### src/rtl/xor_checksum_unit_if.sv
// Stream bundle for xor_checksum_unit: word input stream and per-frame result stream.
// master drives words and accepts results; slave is the checksum unit.
interface xor_checksum_unit_if #(
    parameter int WIDTH = 8,
    parameter int CNT_W = 5
);
    logic             in_valid;
    logic             in_ready;
    logic [WIDTH-1:0] in_data;
    logic             in_last;
    logic             odd_mode;
    logic             out_valid;
    logic             out_ready;
    logic [WIDTH-1:0] out_sum;
    logic             out_parity;
    logic [CNT_W-1:0] out_count;
    logic             out_err;

    modport master (
        output in_valid, in_data, in_last, odd_mode, out_ready,
        input  in_ready, out_valid, out_sum, out_parity, out_count, out_err
    );

    modport slave (
        input  in_valid, in_data, in_last, odd_mode, out_ready,
        output in_ready, out_valid, out_sum, out_parity, out_count, out_err
    );
endinterface

### src/rtl/xor_checksum_unit.sv
// Streaming XOR checksum/parity engine: folds each frame's words into one XOR word and
// reports it with parity, word count and an overflow flag on a valid/ready result stream.
//
// state | meaning
// IDLE  | waiting for the first word of a frame
// ACCUM | frame open, folding words until in_last or MAX_WORDS
// DONE  | result presented, input stalled until the result is taken
module xor_checksum_unit #(
    parameter int WIDTH     = 8,
    parameter int MAX_WORDS = 16,
    parameter int CNT_W     = $clog2(MAX_WORDS + 1)
) (
    input  logic                 clk,
    input  logic                 rst,
    xor_checksum_unit_if.slave   bus
);
    typedef enum logic [1:0] {IDLE, ACCUM, DONE} state_t;

    state_t           state_q, state_d;
    logic [WIDTH-1:0] acc_q, acc_d;
    logic [CNT_W-1:0] count_q, count_d;
    logic             mode_q, mode_d;
    logic             load, err_d;
    logic             beat;

    logic             out_valid_q;
    logic [WIDTH-1:0] out_sum_q;
    logic             out_parity_q;
    logic [CNT_W-1:0] out_count_q;
    logic             out_err_q;

    assign bus.in_ready = (state_q != DONE) && !rst;
    assign beat         = bus.in_valid && bus.in_ready;

    always_comb begin
        state_d = state_q;
        acc_d   = acc_q;
        count_d = count_q;
        mode_d  = mode_q;
        load    = 1'b0;
        err_d   = 1'b0;
        case (state_q)
            IDLE: begin
                if (beat) begin
                    acc_d   = bus.in_data;
                    count_d = CNT_W'(1);
                    mode_d  = bus.odd_mode;
                    if (bus.in_last || MAX_WORDS == 1) begin
                        state_d = DONE;
                        load    = 1'b1;
                        err_d   = !bus.in_last;
                    end else begin
                        state_d = ACCUM;
                    end
                end
            end
            ACCUM: begin
                if (beat) begin
                    acc_d   = acc_q ^ bus.in_data;
                    count_d = count_q + CNT_W'(1);
                    if (bus.in_last) begin
                        state_d = DONE;
                        load    = 1'b1;
                    end else if (count_d == CNT_W'(MAX_WORDS)) begin
                        // Forced close: the rest of the source frame starts a new frame.
                        state_d = DONE;
                        load    = 1'b1;
                        err_d   = 1'b1;
                    end
                end
            end
            DONE: begin
                if (out_valid_q && bus.out_ready) state_d = IDLE;
            end
            default: state_d = IDLE;
        endcase
    end

    always_ff @(posedge clk) begin
        if (rst) begin
            state_q      <= IDLE;
            acc_q        <= '0;
            count_q      <= '0;
            mode_q       <= 1'b0;
            out_valid_q  <= 1'b0;
            out_sum_q    <= '0;
            out_parity_q <= 1'b0;
            out_count_q  <= '0;
            out_err_q    <= 1'b0;
        end else begin
            state_q <= state_d;
            acc_q   <= acc_d;
            count_q <= count_d;
            mode_q  <= mode_d;
            if (load) begin
                out_valid_q  <= 1'b1;
                out_sum_q    <= acc_d;
                out_parity_q <= (^acc_d) ^ mode_d;
                out_count_q  <= count_d;
                out_err_q    <= err_d;
            end else if (out_valid_q && bus.out_ready) begin
                out_valid_q <= 1'b0;
            end
        end
    end

    assign bus.out_valid  = out_valid_q;
    assign bus.out_sum    = out_sum_q;
    assign bus.out_parity = out_parity_q;
    assign bus.out_count  = out_count_q;
    assign bus.out_err    = out_err_q;
endmodule

### src/flat_wrapper.sv
// flat-port wrapper written by rule: the top's interface ports become plain ports
module xor_checksum_unit_flat 
#(
    parameter int WIDTH     = 8,
    parameter int MAX_WORDS = 16,
    parameter int CNT_W     = $clog2(MAX_WORDS + 1)
)
  (clk, rst, bus_in_valid, bus_in_data, bus_in_last, bus_odd_mode, bus_out_ready, bus_in_ready, bus_out_valid, bus_out_sum, bus_out_parity, bus_out_count, bus_out_err);
  xor_checksum_unit_if #(.WIDTH(WIDTH), .CNT_W(CNT_W)) bus_i ();
  input  logic clk;
  input  logic rst;
  input wire logic [$bits(bus_i.in_valid)-1:0] bus_in_valid;
  input wire logic [$bits(bus_i.in_data)-1:0] bus_in_data;
  input wire logic [$bits(bus_i.in_last)-1:0] bus_in_last;
  input wire logic [$bits(bus_i.odd_mode)-1:0] bus_odd_mode;
  input wire logic [$bits(bus_i.out_ready)-1:0] bus_out_ready;
  output wire logic [$bits(bus_i.in_ready)-1:0] bus_in_ready;
  output wire logic [$bits(bus_i.out_valid)-1:0] bus_out_valid;
  output wire logic [$bits(bus_i.out_sum)-1:0] bus_out_sum;
  output wire logic [$bits(bus_i.out_parity)-1:0] bus_out_parity;
  output wire logic [$bits(bus_i.out_count)-1:0] bus_out_count;
  output wire logic [$bits(bus_i.out_err)-1:0] bus_out_err;
  assign bus_i.in_valid = bus_in_valid;
  assign bus_i.in_data = bus_in_data;
  assign bus_i.in_last = bus_in_last;
  assign bus_i.odd_mode = bus_odd_mode;
  assign bus_i.out_ready = bus_out_ready;
  assign bus_in_ready = bus_i.in_ready;
  assign bus_out_valid = bus_i.out_valid;
  assign bus_out_sum = bus_i.out_sum;
  assign bus_out_parity = bus_i.out_parity;
  assign bus_out_count = bus_i.out_count;
  assign bus_out_err = bus_i.out_err;
  xor_checksum_unit #(.WIDTH(WIDTH), .MAX_WORDS(MAX_WORDS), .CNT_W(CNT_W)) u_core (.clk(clk), .rst(rst), .bus(bus_i));
endmodule
### config.mk
export PLATFORM = sky130hd
export DESIGN_NAME = xor_checksum_unit_flat
export DESIGN_NICKNAME = d
export VERILOG_FILES = /design/src/rtl/xor_checksum_unit_if.sv /design/src/rtl/xor_checksum_unit.sv /design/src/flat_wrapper.sv
export SDC_FILE = /design/constraint.sdc
export NUM_CORES = 1
export LEC_CHECK = 0
export CAP_MARGIN = 20
export CORE_UTILIZATION = 50
export CTS_CLUSTER_DIAMETER = 120
export CTS_CLUSTER_SIZE = 16
export DETAILED_ROUTE_END_ITERATION = 16
export PLACE_DENSITY = 0.78
export SYNTH_ARGS = -nofsm -noshare
export SYNTH_HDL_FRONTEND = slang
export SYNTH_SLANG_ARGS = --single-unit
### constraint.sdc
create_clock -name clk -period 2.3 [get_ports clk]
set_clock_uncertainty 0.15 [all_clocks]
set_input_delay 0.23 -clock clk [delete_from_list [all_inputs] [get_ports clk]]
set_output_delay 0.23 -clock clk [all_outputs]
set_load 0.01 [all_outputs]
==> qor.csv <==
metric;value;unit
status;finished, violations left;
violated checks;DRC;
number of I/O port buffers;30;
num rows;19;
TritonRoute pass-1 iters;10;
Startpoint Class;input pin;
leakage;0.0007826;uW
Slew Viols, Final;0;
Max Fclk;450.1;MHz
Synth cell types;31;
via count;1335;
antenna viol nets, final;0;
diodes inserted;0;
Horiz. Die Dim;57.39;microns
CTS tree;done;
post-route setup TNS;0;ns
post-synth top area cell;dfxtp_1;
crit path DAT;1.84;ns
TritonCTS buffer count;5;
async set or reset register ratio after synthesis;0;%
full die area;3294;sq um
clock buffer depth;2;
Placeable Area;2829;sq um
Critical Path RT;1.92;ns
drt drc;3;
Setup WS pre-CTS;-0.2650;ns
post-synthesis compound-gate area fraction;17.21;%
Synth Area in Simple Gates;19.00;%
Mapped Area;1534;sq um
die extent in y;57.39;microns
fin crit period;2.222;ns
crit-path leading delay family;buffers and inverters;
CP Cell Sequence;clkdlybuf4s50_1, buf_4, buf_6, nor2_1, buf_4, clkdlybuf4s50_1;
hold crit path type;flop to flop;
post-synthesis cell count;172;
CP peak stage delay;0.52;ns
post-synthesis xor/xnor area fraction;6.036;%
Worst setup EP type;output pin;
Post-synth EDFFs;0;
largest net degree at the start of global routing;34;
GPL Wtd Cong;0.7643;
Post-synth top cells;dfxtp_1, nor2_1, a21oi_1, mux2i_1;
VDD IR max;0.0004627;V
#FFs+latches synth;32;
Main synth FF type;dfxtp_1;
multiplexer share of the synthesized area;7.178;%
synth-to-layout area growth;32.46;%
clk_lat worst skew;0.33;ns
Synth Area in Adders;2.447;%
top cells by area, synth;dfxtp_1, mux2i_1, nor2_1;
post-synthesis sequential area ratio;41.76;%
Worst Tran Pin Value;0.2509;ns
Sinks on Clock Net;32;
# nets final;236;
vias in the first global route;1224;
crit-path max FO;33;
Setup Crit Path Kind;input pin to output pin;
syn nets;189;
Rel. slew slack;83.12;%
Final WS setup;0.07844;ns
mean post-synth cell area;8.918;sq um
total track usage;21.71;%
final hold slack;0.3468;ns
# setup viols final;0;
fin cells;248;
vias per cell;5.383;
final cycle utilization of the critical path;96.59;%
WL final;3249;microns
pwr/cell area;548.2;nW/um^2
Root Buffer;clkbuf_4;
Wirelength per Cell;13.10;microns
share of cells above drive strength 1;18.43;%
First DRT Iteration DRCs;77;
Synth top area share;41.76;%
level count of the clock H-tree;2;
Reg clk slew, reported paths;0.08;ns
max-cap check violation count;0;
Post-DP HPWL;2259;microns
initial antenna violation count;0;
initial core utilization;54.22;%
IO Count;31;
slowest CP cell;clkdlybuf4s50_1;
Final Util;71.83;%
first-pass GRT wire length;5423;microns
WP buf/inv;5;
most frequent cell after synthesis;dfxtp_1;
global route overflow;0;
Hold Violations, Final;0;
yosys warns;0;
largest family of logic cells by synthesized area;simple AND/OR/NAND/NOR gates;
dpl cells;242;
==> timing repair <==
action | in CTS | in global routing
setup buffers | 0 | 1
setup endpoints to repair | 1 | 8
resized for setup | 1 | 4
hold buffers | 0 | 0
==> cells by family after synthesis <==
family	count (synthesis)
simple gates	60
mux	11
flops	32
fa+ha+maj	3
xor+xnor	9
compound gates	42
buf+inv	15
==> metrics by stage <==
| step | total power (uW) | cell area (sq um) |
|---|---|---|
| 2_1_floorplan | 750.9 | 1534 |
| 3_3_place_gp | 842.3 | 1969 |
| 3_5_place_dp | 849.2 | 1969 |
| 4_1_cts | 1120 | 2011 |
| 5_1_grt | 1171 | 2032 |
| 6_report | 1114 | 2032 |
==> flip-flops by register name, indices dropped and copies added, names as in the netlist <==
signal	cells
u_core.acc_q	8
u_core.bus.out_sum	8
u_core.bus.out_count	5
u_core.count_q	5
u_core.state_q	2
u_core.bus.out_err	1
u_core.bus.out_parity	1
u_core.bus.out_valid	1
u_core.mode_q	1
==> worst paths after layout <==
| check | start | to | slack, ns | cells after the start |
|---|---|---|---|---|
| max | rst | bus_in_ready | 0.08 | 6 |
| min reg2reg | u_core.bus.out_count[3]$_SDFFE_PP0P_ | u_core.bus.out_count[3]$_SDFFE_PP0P_ | 0.35 | 2 |
| min | u_core.bus.out_count[3]$_SDFFE_PP0P_ | u_core.bus.out_count[3]$_SDFFE_PP0P_ | 0.35 | 2 |
| max reg2reg | u_core.state_q[1]$_SDFFE_PP0P_ | u_core.bus.out_parity$_SDFFE_PP0P_ | 0.10 | 8 |
==> routing by layer <==
metal  vias to the layer above  part of all wire (%)  track usage [%]
li1                        683                     -                -
met3                         7                   5.3            7.937
met1                       605                    46            26.31
met5                         -                     0                0
met4                         0                   1.7            8.711
met2                        40                    47            34.88
==> final cells by class <==
type                            instances  area [sq um]
Timing Repair Buffer                   52         494.2
Fill cell                             235         797.0
Clock buffer                            5         37.54
Multi-Input combinational cell        125         808.3
Sequential cell                        32         641.9
Inverter                                3         11.26
Tap cell                               31         38.79
==> layout by cell type, fill, tap and decap left out, types with 6 or more instances in the layout <==
cell type | netlist | layout
a21oi_2 | 6 | 7
nand3_1 | 10 | 10
clkdlybuf4s50_1 | 0 | 30
nor2_1 | 27 | 27
dfxtp_1 | 32 | 31
o21ai_0 | 8 | 8
nor2b_1 | 10 | 10
xnor2_1 | 6 | 6
a21oi_1 | 17 | 16
a211oi_1 | 6 | 6
buf_4 | 3 | 19
mux2i_1 | 11 | 10
==> power by group <==
| group | switching (uW) | internal, uW | total [uW] | leakage, uW |
|---|---|---|---|---|
| registers | 17.3 | 576 | 593 | 0.000261 |
| logic | 112 | 140 | 252 | 0.000499 |
| clock network | 167 | 102 | 269 | 0.0000230 |
| total | 296 | 818 | 1110 | 0.000783 |
==> worst reg2reg max path, cell delays in order, from the launching register on <==
cell	delay (ns)
dfxtp_1	0.33
buf_4	0.15
or3b_1	0.39
nor2_1	0.16
mux2i_2	0.29
xnor2_1	0.19
xnor2_1	0.18
xnor2_1	0.10
a211oi_2	0.20
Note: power is estimated with default switching activity, not from simulation.
